### src/rtl/lcd_hd44780_driver_pkg.sv
// -----------------------------------------------------------------------------
// lcd_pkg
// Shared definitions for the HD44780 character LCD writer: command codes,
// the init-sequence length, the controller state type and a helper that maps
// an init index to its command byte.
// Configuration macro: LCD_CURSOR_BLINK_EN selects the display-on command
// used as the fourth init command (0x0F when defined, 0x0C otherwise).
// -----------------------------------------------------------------------------
package lcd_pkg;

  localparam logic [7:0] CMD_FUNC_SET   = 8'h38;  // 8-bit bus, 2 lines, 5x8 font
  localparam logic [7:0] CMD_DISP_ON    = 8'h0C;  // display on, cursor/blink off
  localparam logic [7:0] CMD_DISP_BLINK = 8'h0F;  // display on, cursor and blink on
  localparam logic [7:0] CMD_CLEAR      = 8'h01;  // clear display, home cursor
  localparam logic [7:0] CMD_ENTRY      = 8'h06;  // increment address, no shift
  localparam logic [7:0] CMD_LINE2      = 8'hC0;  // set DDRAM address 0x40

  localparam int INIT_LEN = 6;

`ifdef LCD_CURSOR_BLINK_EN
  localparam logic [7:0] CMD_DISPLAY = CMD_DISP_BLINK;
`else
  localparam logic [7:0] CMD_DISPLAY = CMD_DISP_ON;
`endif

  typedef enum logic [3:0] {
    PWRUP      = 4'd0,
    INIT_SETUP = 4'd1,
    INIT_PULSE = 4'd2,
    INIT_HOLD  = 4'd3,
    INIT_WAIT  = 4'd4,
    IDLE       = 4'd5,
    SETUP      = 4'd6,
    PULSE      = 4'd7,
    HOLD       = 4'd8,
    WAIT       = 4'd9,
    DONE       = 4'd10
  } lcd_state_t;

  // Command byte issued at position idx of the power-up init sequence.
  function automatic logic [7:0] init_cmd(input logic [2:0] idx);
    logic [7:0] cmd_s;
    case (idx)
      3'd0, 3'd1, 3'd2: cmd_s = CMD_FUNC_SET;
      3'd3:             cmd_s = CMD_DISPLAY;
      3'd4:             cmd_s = CMD_CLEAR;
      3'd5:             cmd_s = CMD_ENTRY;
      default:          cmd_s = CMD_ENTRY;
    endcase
    return cmd_s;
  endfunction

endpackage

### src/rtl/lcd_hd44780_driver_if.sv
// -----------------------------------------------------------------------------
// lcd_hd44780_driver_if
// Handshake between the message sequencer (master) and the LCD writer (slave).
//   DatoLCD      : character code offered by the sequencer
//   Lista        : level, DatoLCD holds a valid character
//   Linea2       : level, move the cursor to line 2
//   Cuenta       : one-cycle acknowledge per completed write
//   Inicializada : display init sequence finished
// -----------------------------------------------------------------------------
interface lcd_hd44780_driver_if;
  logic [7:0] DatoLCD;
  logic       Lista;
  logic       Linea2;
  logic       Cuenta;
  logic       Inicializada;

  modport master (output DatoLCD, Lista, Linea2, input Cuenta, Inicializada);
  modport slave  (input DatoLCD, Lista, Linea2, output Cuenta, Inicializada);
endinterface

### src/rtl/lcd_hd44780_driver_timer.sv
// -----------------------------------------------------------------------------
// lcd_delay_timer
// Single down-counter shared by every timed phase of the LCD writer.
//   Clk   : system clock, rising edge
//   Reset : synchronous active-high reset
//   start : load a new delay this cycle
//   load  : delay length in cycles (0 behaves like 1)
//   done  : registered; high from the last cycle of the delay until next start
// A delay of N loaded at edge t makes done visible during the N-th cycle
// after t, so a phase lasting N cycles leaves on the edge where done is seen.
// -----------------------------------------------------------------------------
module lcd_delay_timer #(
  parameter int W = 24
) (
  input  logic         Clk,
  input  logic         Reset,
  input  logic         start,
  input  logic [W-1:0] load,
  output logic         done
);

  localparam logic [W-1:0] ONE = W'(1);

  logic [W-1:0] count_r;
  logic         done_r;

  // Count down from the loaded value and flag the final cycle.
  always_ff @(posedge Clk) begin
    if (Reset) begin
      count_r <= '0;
      done_r  <= 1'b0;
    end else if (start) begin
      if (load <= ONE) begin
        count_r <= '0;
        done_r  <= 1'b1;
      end else begin
        count_r <= load - ONE;
        done_r  <= 1'b0;
      end
    end else if (count_r != '0) begin
      count_r <= count_r - ONE;
      done_r  <= (count_r == ONE);
    end else begin
      done_r  <= done_r;
    end
  end

  assign done = done_r;

endmodule

### src/rtl/lcd_hd44780_driver.sv
// -----------------------------------------------------------------------------
// lcd_hd44780_driver
// Physical-side writer for a 16x2 HD44780 LCD in 8-bit mode. Runs the power-up
// init sequence, then writes one character (or the line-2 command) per
// sequencer request and acknowledges each completed write with Cuenta.
//   Clk, Reset : clock and synchronous active-high reset
//   seq        : sequencer handshake (DatoLCD/Lista/Linea2/Cuenta/Inicializada)
//   LCD_RS     : 0 = command, 1 = data
//   LCD_RW     : always 0 (write only)
//   LCD_E      : enable strobe
//   LCD_DB     : data bus
// Configuration macro: LCD_CURSOR_BLINK_EN (see lcd_pkg) turns on the cursor
// and blink in the display-on init command; timing is unchanged.
// -----------------------------------------------------------------------------
module lcd_hd44780_driver
  import lcd_pkg::*;
#(
  parameter int PWRUP_CYC      = 750000,
  parameter int E_PULSE_CYC    = 12,
  parameter int CMD_WAIT_CYC   = 2000,
  parameter int CLEAR_WAIT_CYC = 82000
) (
  input  logic                 Clk,
  input  logic                 Reset,
  lcd_hd44780_driver_if.slave  seq,
  output logic                 LCD_RS,
  output logic                 LCD_RW,
  output logic                 LCD_E,
  output logic [7:0]           LCD_DB
);

  localparam logic [23:0] PWRUP_L = 24'(PWRUP_CYC);
  localparam logic [23:0] E_L     = 24'(E_PULSE_CYC);
  localparam logic [23:0] CMD_L   = 24'(CMD_WAIT_CYC);
  localparam logic [23:0] CLEAR_L = 24'(CLEAR_WAIT_CYC);
  localparam logic [2:0]  IDX_LAST = 3'(INIT_LEN - 1);

  lcd_state_t  state_r, state_s;
  logic [2:0]  idx_r, idx_s;
  logic [7:0]  db_r, db_s;
  logic        rs_r, rs_s;
  logic        armed_r, armed_s;   // power-up delay already loaded
  logic        hold_r, hold_s;     // skip sampling for one IDLE cycle after DONE
  logic        e_r, rw_r, cuenta_r, init_r;
  logic        tmr_start_s;
  logic [23:0] tmr_load_s;
  logic        tmr_done_s;

  lcd_delay_timer #(.W(24)) u_timer (
    .Clk   (Clk),
    .Reset (Reset),
    .start (tmr_start_s),
    .load  (tmr_load_s),
    .done  (tmr_done_s)
  );

  // Next-state logic; DB/RS are latched only when a write is accepted.
  always_comb begin
    state_s     = state_r;
    idx_s       = idx_r;
    db_s        = db_r;
    rs_s        = rs_r;
    armed_s     = armed_r;
    hold_s      = hold_r;
    tmr_start_s = 1'b0;
    tmr_load_s  = 24'd0;
    case (state_r)
      PWRUP: begin
        if (!armed_r) begin
          armed_s     = 1'b1;
          tmr_start_s = 1'b1;
          tmr_load_s  = PWRUP_L;
        end else if (tmr_done_s) begin
          state_s = INIT_SETUP;
          idx_s   = 3'd0;
          db_s    = init_cmd(3'd0);
          rs_s    = 1'b0;
        end else begin
          state_s = PWRUP;
        end
      end
      INIT_SETUP: begin
        state_s     = INIT_PULSE;
        tmr_start_s = 1'b1;
        tmr_load_s  = E_L;
      end
      INIT_PULSE: begin
        if (tmr_done_s) begin
          state_s     = INIT_HOLD;
          tmr_start_s = 1'b1;
          tmr_load_s  = E_L;
        end else begin
          state_s = INIT_PULSE;
        end
      end
      INIT_HOLD: begin
        if (tmr_done_s) begin
          state_s     = INIT_WAIT;
          tmr_start_s = 1'b1;
          tmr_load_s  = (db_r == CMD_CLEAR) ? CLEAR_L : CMD_L;
        end else begin
          state_s = INIT_HOLD;
        end
      end
      INIT_WAIT: begin
        if (!tmr_done_s) begin
          state_s = INIT_WAIT;
        end else if (idx_r == IDX_LAST) begin
          state_s = IDLE;
        end else begin
          state_s = INIT_SETUP;
          idx_s   = idx_r + 3'd1;
          db_s    = init_cmd(idx_r + 3'd1);
          rs_s    = 1'b0;
        end
      end
      IDLE: begin
        if (hold_r) begin
          hold_s = 1'b0;
        end else if (seq.Linea2) begin
          state_s = SETUP;
          db_s    = CMD_LINE2;
          rs_s    = 1'b0;
        end else if (seq.Lista) begin
          state_s = SETUP;
          db_s    = seq.DatoLCD;
          rs_s    = 1'b1;
        end else begin
          state_s = IDLE;
        end
      end
      SETUP: begin
        state_s     = PULSE;
        tmr_start_s = 1'b1;
        tmr_load_s  = E_L;
      end
      PULSE: begin
        if (tmr_done_s) begin
          state_s     = HOLD;
          tmr_start_s = 1'b1;
          tmr_load_s  = E_L;
        end else begin
          state_s = PULSE;
        end
      end
      HOLD: begin
        if (tmr_done_s) begin
          state_s     = WAIT;
          tmr_start_s = 1'b1;
          tmr_load_s  = CMD_L;
        end else begin
          state_s = HOLD;
        end
      end
      WAIT: begin
        if (tmr_done_s) begin
          state_s = DONE;
        end else begin
          state_s = WAIT;
        end
      end
      DONE: begin
        state_s = IDLE;
        hold_s  = 1'b1;
      end
      default: begin
        state_s = PWRUP;
        armed_s = 1'b0;
      end
    endcase
  end

  // State and output registers; outputs are decoded from the next state so
  // they line up with the state they belong to.
  always_ff @(posedge Clk) begin
    if (Reset) begin
      state_r  <= PWRUP;
      idx_r    <= 3'd0;
      db_r     <= 8'h00;
      rs_r     <= 1'b0;
      armed_r  <= 1'b0;
      hold_r   <= 1'b0;
      e_r      <= 1'b0;
      rw_r     <= 1'b0;
      cuenta_r <= 1'b0;
      init_r   <= 1'b0;
    end else begin
      state_r  <= state_s;
      idx_r    <= idx_s;
      db_r     <= db_s;
      rs_r     <= rs_s;
      armed_r  <= armed_s;
      hold_r   <= hold_s;
      e_r      <= (state_s == INIT_PULSE) || (state_s == PULSE);
      rw_r     <= 1'b0;
      cuenta_r <= (state_s == DONE);
      init_r   <= init_r || (state_s == IDLE);
    end
  end

  assign LCD_RS           = rs_r;
  assign LCD_RW           = rw_r;
  assign LCD_E            = e_r;
  assign LCD_DB           = db_r;
  assign seq.Cuenta       = cuenta_r;
  assign seq.Inicializada = init_r;

endmodule

### src/flat_wrapper.sv
// flat-port wrapper written by rule: the top's interface ports become plain ports
module lcd_hd44780_driver_flat import lcd_pkg::*;
#(
  parameter int PWRUP_CYC      = 750000,
  parameter int E_PULSE_CYC    = 12,
  parameter int CMD_WAIT_CYC   = 2000,
  parameter int CLEAR_WAIT_CYC = 82000
)
  (Clk, Reset, LCD_RS, LCD_RW, LCD_E, LCD_DB, seq_DatoLCD, seq_Lista, seq_Linea2, seq_Cuenta, seq_Inicializada);
  lcd_hd44780_driver_if seq_i ();
  input  logic Clk;
  input  logic Reset;
  output logic LCD_RS;
  output logic LCD_RW;
  output logic LCD_E;
  output logic [7:0] LCD_DB;
  input wire logic [$bits(seq_i.DatoLCD)-1:0] seq_DatoLCD;
  input wire logic [$bits(seq_i.Lista)-1:0] seq_Lista;
  input wire logic [$bits(seq_i.Linea2)-1:0] seq_Linea2;
  output wire logic [$bits(seq_i.Cuenta)-1:0] seq_Cuenta;
  output wire logic [$bits(seq_i.Inicializada)-1:0] seq_Inicializada;
  assign seq_i.DatoLCD = seq_DatoLCD;
  assign seq_i.Lista = seq_Lista;
  assign seq_i.Linea2 = seq_Linea2;
  assign seq_Cuenta = seq_i.Cuenta;
  assign seq_Inicializada = seq_i.Inicializada;
  lcd_hd44780_driver #(.PWRUP_CYC(PWRUP_CYC), .E_PULSE_CYC(E_PULSE_CYC), .CMD_WAIT_CYC(CMD_WAIT_CYC), .CLEAR_WAIT_CYC(CLEAR_WAIT_CYC)) u_core (.Clk(Clk), .Reset(Reset), .seq(seq_i), .LCD_RS(LCD_RS), .LCD_RW(LCD_RW), .LCD_E(LCD_E), .LCD_DB(LCD_DB));
endmodule
### config.mk
export PLATFORM = sky130hd
export DESIGN_NAME = lcd_hd44780_driver_flat
export DESIGN_NICKNAME = d
export VERILOG_FILES = /design/src/rtl/lcd_hd44780_driver_pkg.sv /design/src/rtl/lcd_hd44780_driver_if.sv /design/src/rtl/lcd_hd44780_driver_timer.sv /design/src/rtl/lcd_hd44780_driver.sv /design/src/flat_wrapper.sv
export SDC_FILE = /design/constraint.sdc
export NUM_CORES = 1
export LEC_CHECK = 0
export CORE_ASPECT_RATIO = 1.75
export CORE_UTILIZATION = 55
export CTS_CLUSTER_SIZE = 10
export DETAILED_ROUTE_END_ITERATION = 8
export PLACE_DENSITY = 0.82
export RECOVER_POWER = 100
export SLEW_MARGIN = 15
export SYNTH_ARGS = -nofsm -noshare
export SYNTH_HDL_FRONTEND = slang
export SYNTH_SLANG_ARGS = --single-unit
### constraint.sdc
create_clock -name Clk -period 2.7 [get_ports Clk]
set_clock_uncertainty 0.2 [all_clocks]
set_input_delay 0.27 -clock Clk [delete_from_list [all_inputs] [get_ports Clk]]
set_output_delay 0.27 -clock Clk [all_outputs]
set_load 0.02 [all_outputs]
==> results.cfg, run 1 <==
[floorplan]
fp.dieW_um = 55.5
dieArea_mm2 = 0.00530
io_pins = 25
coreArea_mm2 = 0.00475
die_h_um = 95.6
core.rowCount = 33
initial_core_util = 0.579

[synth]
synthFlopType = dfxtp_1
synth_top_family_by_area = simple AND/OR/NAND/NOR gates
synth_simple_gate_area_share = 0.285
ys_seq_area_frac = 0.335
synth.distinct_cells = 65
synthAdderAreaFrac = 0.0455
synthXorXnorAreaFrac = 0.0637
syn_inst = 338
synth_edf_count = 0
yosys_register_bits = 46
muxShareOfSynthArea = 0.00819
synthArstFlopShare = 0
ys_warn_count = 0
netlist_area_mm2 = 0.00275
synth_fp_nets = 360
syn_area_per_cell_um2 = 8.14
synth_compound_area_frac = 0.217

[power]
p_int_w = 0.00108
power_density_mw_per_mm2 = 498
pwr-share-seq = 0.493
leakagePower_nw = 1.18
power_frac_clock = 0.284
ir_drop_v = 0.000418
netSwitchingPower_w = 0.000478
swShare = 0.306
p_comb_frac = 0.222

[clock_tree]
post_cts_buffers = 0
htree_levels = 2
cts_resized = 0
cts_tree = built
root_buffer = clkbuf_8
clk_pin_slew_ns = 0.08
clk-insertion-delay-late_ns = 0.30
cts_made_buffers = 5
clock-sinks = 46
cts_buffer_depth = 2
hold_buffers = 0

[layout]
layout_common_cells = dfxtp_1, nor2_1, a21oi_1, nand2_1, xnor2_1
drive_gt1_frac = 0.0845
antenna-diode-count = 0
postLayoutCellArea_mm2 = 0.00313
final_common_cell = dfxtp_1
syn2layout_area_growth_pct = 13.7
layout.nets = 388

[route]
drt_wl_total_um = 7030
ant_nets = 0
vias = 2633
drc = 0
wire_per_inst_um = 16.8
firstDrtPassIters = 4
drt_iter0_drc = 115
viasPerCell = 6.28

[critical_path]
crit_fanout = 12
rr_worst_depth = 9
endpoint_kind = flip-flop
worstSetupPathType = reg2reg
critPathRequiredTime_ns = 2.68
arrival_ns = 2.49
start_kind = flip-flop

[sta]
fin_crit_sh = 0.930
period_needed_ns = 2.51
clock.fmax_mhz = 398
finalHoldViolCount = 0
max_slew_margin = 0.616
report.final.slew_viol_count = 0
worst_pin_slew_ns = 0.573
fin_tns_setup_ns = 0
rsz0062_at_grt = false
setup_violations = 0

[global_routing]
antenna_found_initial = 0
grt_pass1_wl_um = 11400
grtUsageTotal = 0.275
overflow = 0
grt_max_degree = 16
first_global_vias = 2500

[place]
io_buffer_count = 23
gp_congestion = 0.976
dp_hpwl_um = 5380
placed_area_mm2 = 0.00306

[flow_run]
maxCapViolations = 0

[min_path]
hp-class = reg2reg
whs_path_depth = 2

[run_status]
outcome = completed
per-stage QoR:
step                      hold slack, ns  instances  utilization  total power (W)  setup slack [ns]
after floorplan                    0.254        338            -          0.00102             0.265
after global placement             0.247        411        0.645          0.00112             0.374
after detailed placement           0.261        411        0.645          0.00113             0.279
after CTS                          0.272        419        0.664          0.00156             0.242
after global routing               0.292        419        0.659          0.00162            0.0797
final                              0.268        419        0.659          0.00156             0.188
worst max-delay path: stages (launching register included):
cell      delay [ns]
dfxtp_1         0.55
nor3b_1         0.43
o21ai_0         0.14
nand2_1         0.09
nand2_1         0.11
ha_1            0.28
nor3_1          0.20
a211oi_1        0.07
o21ai_0         0.23
a211oi_1        0.08
sequential cells by signal, indices dropped and copies added, names as in the netlist:
register,count
u_core.LCD_DB,8
u_core.LCD_E,1
u_core.LCD_RS,1
u_core.armed_r,1
u_core.hold_r,1
u_core.idx_r,3
u_core.seq.Cuenta,1
u_core.seq.Inicializada,1
u_core.state_r,4
u_core.u_timer.count_r,24
u_core.u_timer.done,1
power groups by stage:
stage                     combinational (W)  clock (W)  sequential [W]
after floorplan                    0.000252          0        0.000771
after global placement             0.000340          0        0.000782
after detailed placement           0.000345          0        0.000784
after CTS                          0.000349   0.000447        0.000768
after global routing               0.000381   0.000464        0.000774
final                              0.000346   0.000443        0.000769
synth_stat cells (2+ instances only):
cell	instances	area share
nand3_1	4	0.0073
ha_1	10	0.045
o21a_1	4	0.011
nand2_1	23	0.031
nor4b_1	2	0.0064
nor3_1	12	0.022
xnor2_1	18	0.057
inv_1	13	0.018
a21oi_1	31	0.056
or4_4	2	0.0082
xor2_1	2	0.0064
nor2b_1	8	0.018
o22ai_1	2	0.0045
or2_2	2	0.0045
mux2_2	2	0.0082
nor2_1	43	0.059
o21ai_0	11	0.020
nand4_1	3	0.0068
o2111ai_1	2	0.0064
or3_1	5	0.011
a22oi_1	8	0.022
o21ai_1	2	0.0036
a22o_1	2	0.0064
nand2b_1	9	0.020
nor4_1	8	0.018
and3b_1	2	0.0064
a211oi_1	10	0.027
o211ai_1	2	0.0055
o21bai_1	2	0.0055
or4_1	3	0.0082
a31oi_1	3	0.0068
dfxtp_1	46	0.33
clkbuf_1	9	0.012
a21boi_0	2	0.0055
kinds of logic (layout without fill, tap and decap cells):
kind of cell               after synthesis  in the layout
AOI/OAI and AO/OA                       91             91
xor gates and xnor gates                20             20
adders and majority gates               10             10
buffers and inverters                   27             56
DFF                                     46             46
muxes                                    2              2
other                                    1              1
and+or+nand+nor                        141            141
final timing paths:
kind	endpoint	slack, ns	startpoint
hold / removal	u_core.LCD_RS	0.27	u_core.LCD_RS
setup / recovery	u_core.u_timer.count_r[13]	0.19	u_core.state_r[3]
setup reg to reg	u_core.u_timer.count_r[13]	0.19	u_core.state_r[3]
hold reg to reg	u_core.LCD_RS	0.27	u_core.LCD_RS
routing by layer:
layer  track usage  vias to the layer above  share of wire
met5             0                        -              0
met4         0.165                        0          0.049
met3        0.0326                       32          0.030
met2         0.547                       81           0.56
met1         0.266                     1245           0.36
li1              -                     1275              -
layout make-up:
type	instances	area [um2]
fill	397	1620
clock buffer	7	86.3
clock inverter	1	5.00
multi-input combinational	265	1700
inverter	13	48.8
timing repair buffer	35	305
tap	52	65.1
sequential	46	921
Power figures use the tool's default switching activity.
==> run 2, diff against run 1 <==
--- a/config.mk
+++ b/config.mk
@@ -8,4 +8,5 @@
 export CORE_ASPECT_RATIO = 1.75
 export CORE_UTILIZATION = 55
+export CTS_BUF_LIST = sky130_fd_sc_hd__clkbuf_8 sky130_fd_sc_hd__clkbuf_16
 export CTS_CLUSTER_SIZE = 10
 export DETAILED_ROUTE_END_ITERATION = 8
==> constraint.sdc (replaced) <==
create_clock -name Clk -period 2.7 [get_ports Clk]
set_clock_uncertainty 0.2 [all_clocks]
set_input_delay 0.54 -clock Clk [delete_from_list [all_inputs] [get_ports Clk]]
set_output_delay 0.54 -clock Clk [all_outputs]
set_load 0.02 [all_outputs]
==> run 2 against run 1 <==
Fmax rose by 3.0%. Die area did not move. Cell count rose by 0.72%. Clock power fell by 12%. Sequential share of layout area fell by 0.18 points. Critical path depth fell by 3. Critical path type unchanged.
==> results.cfg, run 2 (synthesis gave the netlist of run 1 again) <==
[run_status]
outcome = completed

[layout]
drive_gt1_frac = 0.100
layout_common_cells = dfxtp_1, nor2_1, a21oi_1, nand2_1, xnor2_1
regMostFlops = u_core.u_timer.count_r
final_common_cell = dfxtp_1
largest_reg_flops = 24
syn2layout_area_growth_pct = 14.6
layout.nets = 392
antenna-diode-count = 0
final_util = 0.664

[critical_path]
critPathRequiredTime_ns = 2.73
endpoint_kind = flip-flop
crit_fanout = 12
cpLargestDelayFamily = simple AND/OR/NAND/NOR gates
arrival_ns = 2.46
crit_path_top_delay_cell = dfxtp_1
cp_num_buf_inv = 1
start_kind = flip-flop
crit_chain = clkbuf_1, nor4b_1, o21ai_0, o21a_1, nand2b_1, nor3_1
cpPeakStageDelay_ns = 0.57
worstSetupPathType = reg2reg

[floorplan]
io_pins = 25
initial_core_util = 0.579
dieArea_mm2 = 0.00530
fp.dieW_um = 55.5
die_h_um = 95.6
core.rowCount = 33
coreArea_mm2 = 0.00475

[route]
drt_wl_total_um = 6800
drc = 0
drt_iter0_drc = 91
ant_nets = 0
firstDrtPassIters = 4
viasPerCell = 6.10
wire_per_inst_um = 16.1
vias = 2575

[power]
netSwitchingPower_w = 0.000462
pwr-share-seq = 0.509
ir_drop_v = 0.000390
totalPowerFinal_w = 0.00152
power_frac_clock = 0.258
p_int_w = 0.00105
power_density_mw_per_mm2 = 481
swShare = 0.304
leakagePower_nw = 1.20
p_comb_frac = 0.233

[sta]
finalHoldViolCount = 0
setup_violations = 0
fin_crit_sh = 0.903
max_slew_margin = 0.596
clock.fmax_mhz = 410
report.final.slew_viol_count = 0
rsz0062_at_grt = false
worst_pin_slew_ns = 0.597
period_needed_ns = 2.44
fin_tns_setup_ns = 0

[place]
io_buffer_count = 23
gp_congestion = 0.886
dp_hpwl_um = 5230

[clock_tree]
cts_tree = built
cts_buffer_depth = 2
root_buffer = clkbuf_8
clk-insertion-delay-late_ns = 0.29
cts_made_buffers = 5
clock-sinks = 46
post_cts_buffers = 0
htree_levels = 2
clk_pin_slew_ns = 0.09

[global_routing]
antenna_found_initial = 0
grtUsageTotal = 0.268
grt_max_degree = 16
first_global_vias = 2568
grt_pass1_wl_um = 11200
overflow = 0

[flow_run]
maxCapViolations = 0

[min_path]
hp-class = reg2reg
==> run 2: changes by cell type in the layout (fill, tap and decap cells not counted), sizes merged <==
cell           before  now
buf                 8   12
clkbuf             11    9
clkinv              1    2
clkdlybuf4s50      11    9
dlygate4sd3        12   14
==> run 2: cell type report <==
cell class,count,area [um2]
repair buffers,39,335
inverters,13,48.8
clock inverters,2,10.0
flip-flops and latches,46,922
multi-input cells,265,1700
clock buffers,5,68.8
fillers,420,1600
well taps,52,65.1
==> run 2: metrics by stage <==
step	instance area [um2]	setup WS [ns]	hold WS (ns)	cells
after floorplan	2750	0.265	0.266	338
after global placement	3090	0.322	0.243	415
after detailed placement	3090	0.296	0.254	415
after CTS	3170	0.250	0.265	422
after global routing	3150	0.00422	0.289	422
final	3150	0.262	0.259	422
==> run 2: power by group through the flow <==
stage               clock network (W)  logic (W)  registers [W]
finish                       0.000391   0.000354       0.000772
global route                 0.000423   0.000386       0.000777
CTS                          0.000400   0.000355       0.000770
detailed placement                  0   0.000350       0.000786
global placement                    0   0.000345       0.000783
floorplan                           0   0.000252       0.000771
==> run 2: path summary, 6_finish.rpt <==
path                     start                  end  slack, ns  cells after the start
min              u_core.LCD_RS        u_core.LCD_RS       0.26                      2
max          u_core.state_r[0]  u_core.u_timer.done       0.26                      6
min reg2reg      u_core.LCD_RS        u_core.LCD_RS       0.26                      2
max reg2reg  u_core.state_r[0]  u_core.u_timer.done       0.26                      6
==> run 2: what timing repair did <==
item,4_1_cts,5_1_grt
gates resized for setup,0,1
hold buffers,0,0
setup endpoints to repair,0,1
==> run 2: worst register-to-register path, delay by kind of cell, from the launching register on <==
| kind | cells | cell delay, ns |
|---|---|---|
| DFF | 1 | 0.57 |
| buffers and inverters | 1 | 0.38 |
| AOI/OAI and AO/OA | 2 | 0.62 |
| and+or+nand+nor | 3 | 0.62 |
==> run 2: routing by layer <==
layer | part of all wire | vias to the layer above | track usage
li1 | - | 1274 | -
met4 | 0.041 | 0 | 0.177
met1 | 0.38 | 1219 | 0.250
met5 | 0 | - | 0
met3 | 0.023 | 21 | 0.0353
met2 | 0.56 | 61 | 0.532
==> run 3, diff against run 2 <==
Settings changed: SETUP_SLACK_MARGIN set to 0.05.
==> run 3 against run 2 <==
Fmax rose by 0.24%. Utilization grew 0.11 points. Power is 0.16% higher. Clock power is essentially flat. Clock-buffer cell count stayed put. Sequential power about the same.
==> results.cfg, run 3 (synthesis gave the netlist of run 1 again) <==
[run_status]
outcome = completed

[floorplan]
core.rowCount = 33
initial_core_util = 0.579
io_pins = 25
coreArea_mm2 = 0.00475
fp.dieW_um = 55.5
dieArea_mm2 = 0.00530
die_h_um = 95.6

[place]
io_buffer_count = 23
dp_hpwl_um = 5230
place_inst = 415
gp_congestion = 0.886

[clock_tree]
post_cts_buffers = 0
cts_tree = built
root_buffer = clkbuf_8
clk_pin_slew_ns = 0.09
cts_buffer_depth = 2
clock-sinks = 46
htree_levels = 2
cts_made_buffers = 5
clk-insertion-delay-late_ns = 0.30

[critical_path]
reg2reg_to = u_core.u_timer.count_r[22]
crit_chain = inv_1, ha_1, nor4b_2, clkbuf_1, nand4_1, or4_1, a21oi_1
crit_path_top_delay_cell = or4_1
endpoint_kind = flip-flop
critPathRequiredTime_ns = 2.73
cpLargestDelayFamily = simple AND/OR/NAND/NOR gates
cp_num_buf_inv = 2
rr_worst_depth = 7
arrival_ns = 2.46
crit_fanout = 6
worstSetupPathType = reg2reg
worst-r2r-setup-slack_ns = 0.27
cpPeakStageDelay_ns = 0.44
start_kind = flip-flop
rr_startpoint = u_core.u_timer.count_r[0]

[route]
viasPerCell = 6.05
wire_per_inst_um = 16.1
drc = 0
vias = 2552
drt_iter0_drc = 70
firstDrtPassIters = 4
drt_wl_total_um = 6810
ant_nets = 0

[sta]
setup_violations = 0
fin_tns_setup_ns = 0
finalHoldViolCount = 0
clock.fmax_mhz = 411
worst_pin_slew_ns = 0.596
rsz0062_at_grt = false
max_slew_margin = 0.597
report.final.slew_viol_count = 0
fin_crit_sh = 0.901
period_needed_ns = 2.43

[layout]
largest_reg_flops = 24
layout.nets = 392
syn2layout_area_growth_pct = 14.7
final_common_cell = dfxtp_1
num-fill-cells = 419
antenna-diode-count = 0
drive_gt1_frac = 0.105
layout_common_cells = dfxtp_1, nor2_1, a21oi_1, nand2_1, xnor2_1
regMostFlops = u_core.u_timer.count_r
stdcell_count = 422

[global_routing]
grt_pass1_wl_um = 11200
overflow = 0
grt_max_degree = 16
antenna_found_initial = 0
first_global_vias = 2568
grtUsageTotal = 0.268

[min_path]
whs_path_depth = 2
worstHoldStart = u_core.LCD_RS
hp-class = reg2reg
whs_endpoint = u_core.LCD_RS

[power]
power_density_mw_per_mm2 = 481
leakagePower_nw = 1.20
ir_drop_v = 0.000390

[flow_run]
maxCapViolations = 0
[run 3: changes by cell type in the layout (fill, tap and decap cells not counted), sizes merged]
cell,previous run,this run
buf,12,13
clkbuf,9,8
[run 3: power by group]
group	internal (W)	total, W	switching [W]
Sequential	0.000719	0.000771	0.0000521
Combinational	0.000161	0.000354	0.000193
Clock	0.000174	0.000393	0.000219
[run 3: worst max-delay path by stage]
stage,to,cells after the start,slack [ns],start
global route,u_core.u_timer.count_r[17],8,0.05,u_core.state_r[3]
floorplan,u_core.u_timer.count_r[13],11,0.27,u_core.state_r[3]
global placement,u_core.u_timer.count_r[17],8,0.32,u_core.state_r[0]
finish,u_core.u_timer.count_r[22],7,0.27,u_core.u_timer.count_r[0]
CTS,u_core.u_timer.count_r[10],7,0.25,u_core.u_timer.count_r[0]
detailed placement,u_core.u_timer.count_r[13],8,0.30,u_core.state_r[0]
[run 3: timing repair]
item,in CTS,in global routing
endpoints found under the hold margin,0,0
endpoints found under the setup margin,0,2
gates resized for setup,0,2
hold buffers,0,0
[run 3: routing by layer]
metal	global-route usage	wire length, um	vias up
met5	0	0	-
met4	0.177	306	0
met3	0.0353	141	22
met2	0.532	3790	52
met1	0.250	2570	1205
li1	-	-	1273
[run 3: tightest hold or removal path: stages, from the launching register on]
cell     delay [ns]
dfxtp_1        0.31
nand2_1        0.05
a21oi_1        0.06
[run 3: cell type report]
type | count | area, um2 | share of cell area
clock buffer | 5 | 68.8 | 0.0218
clock inverter | 2 | 10.0 | 0.00317
inverter | 13 | 48.8 | 0.0155
multi-input combinational | 265 | 1700 | 0.539
sequential | 46 | 923 | 0.293
tap | 52 | 65.1 | 0.0206
timing repair buffer | 39 | 339 | 0.107
[run 3: through the flow]
| stage | hold WS [ns] | instance area (um2) | utilization | total power (W) | setup WS [ns] |
|---|---|---|---|---|---|
| global placement | 0.243 | 3090 | 0.651 | 0.00113 | 0.322 |
| global route | 0.289 | 3160 | 0.665 | 0.00159 | 0.0527 |
| CTS | 0.265 | 3170 | 0.668 | 0.00152 | 0.250 |
| floorplan | 0.266 | 2750 | - | 0.00102 | 0.265 |
| finish | 0.259 | 3160 | 0.665 | 0.00152 | 0.268 |
| detailed placement | 0.254 | 3090 | 0.651 | 0.00114 | 0.296 |
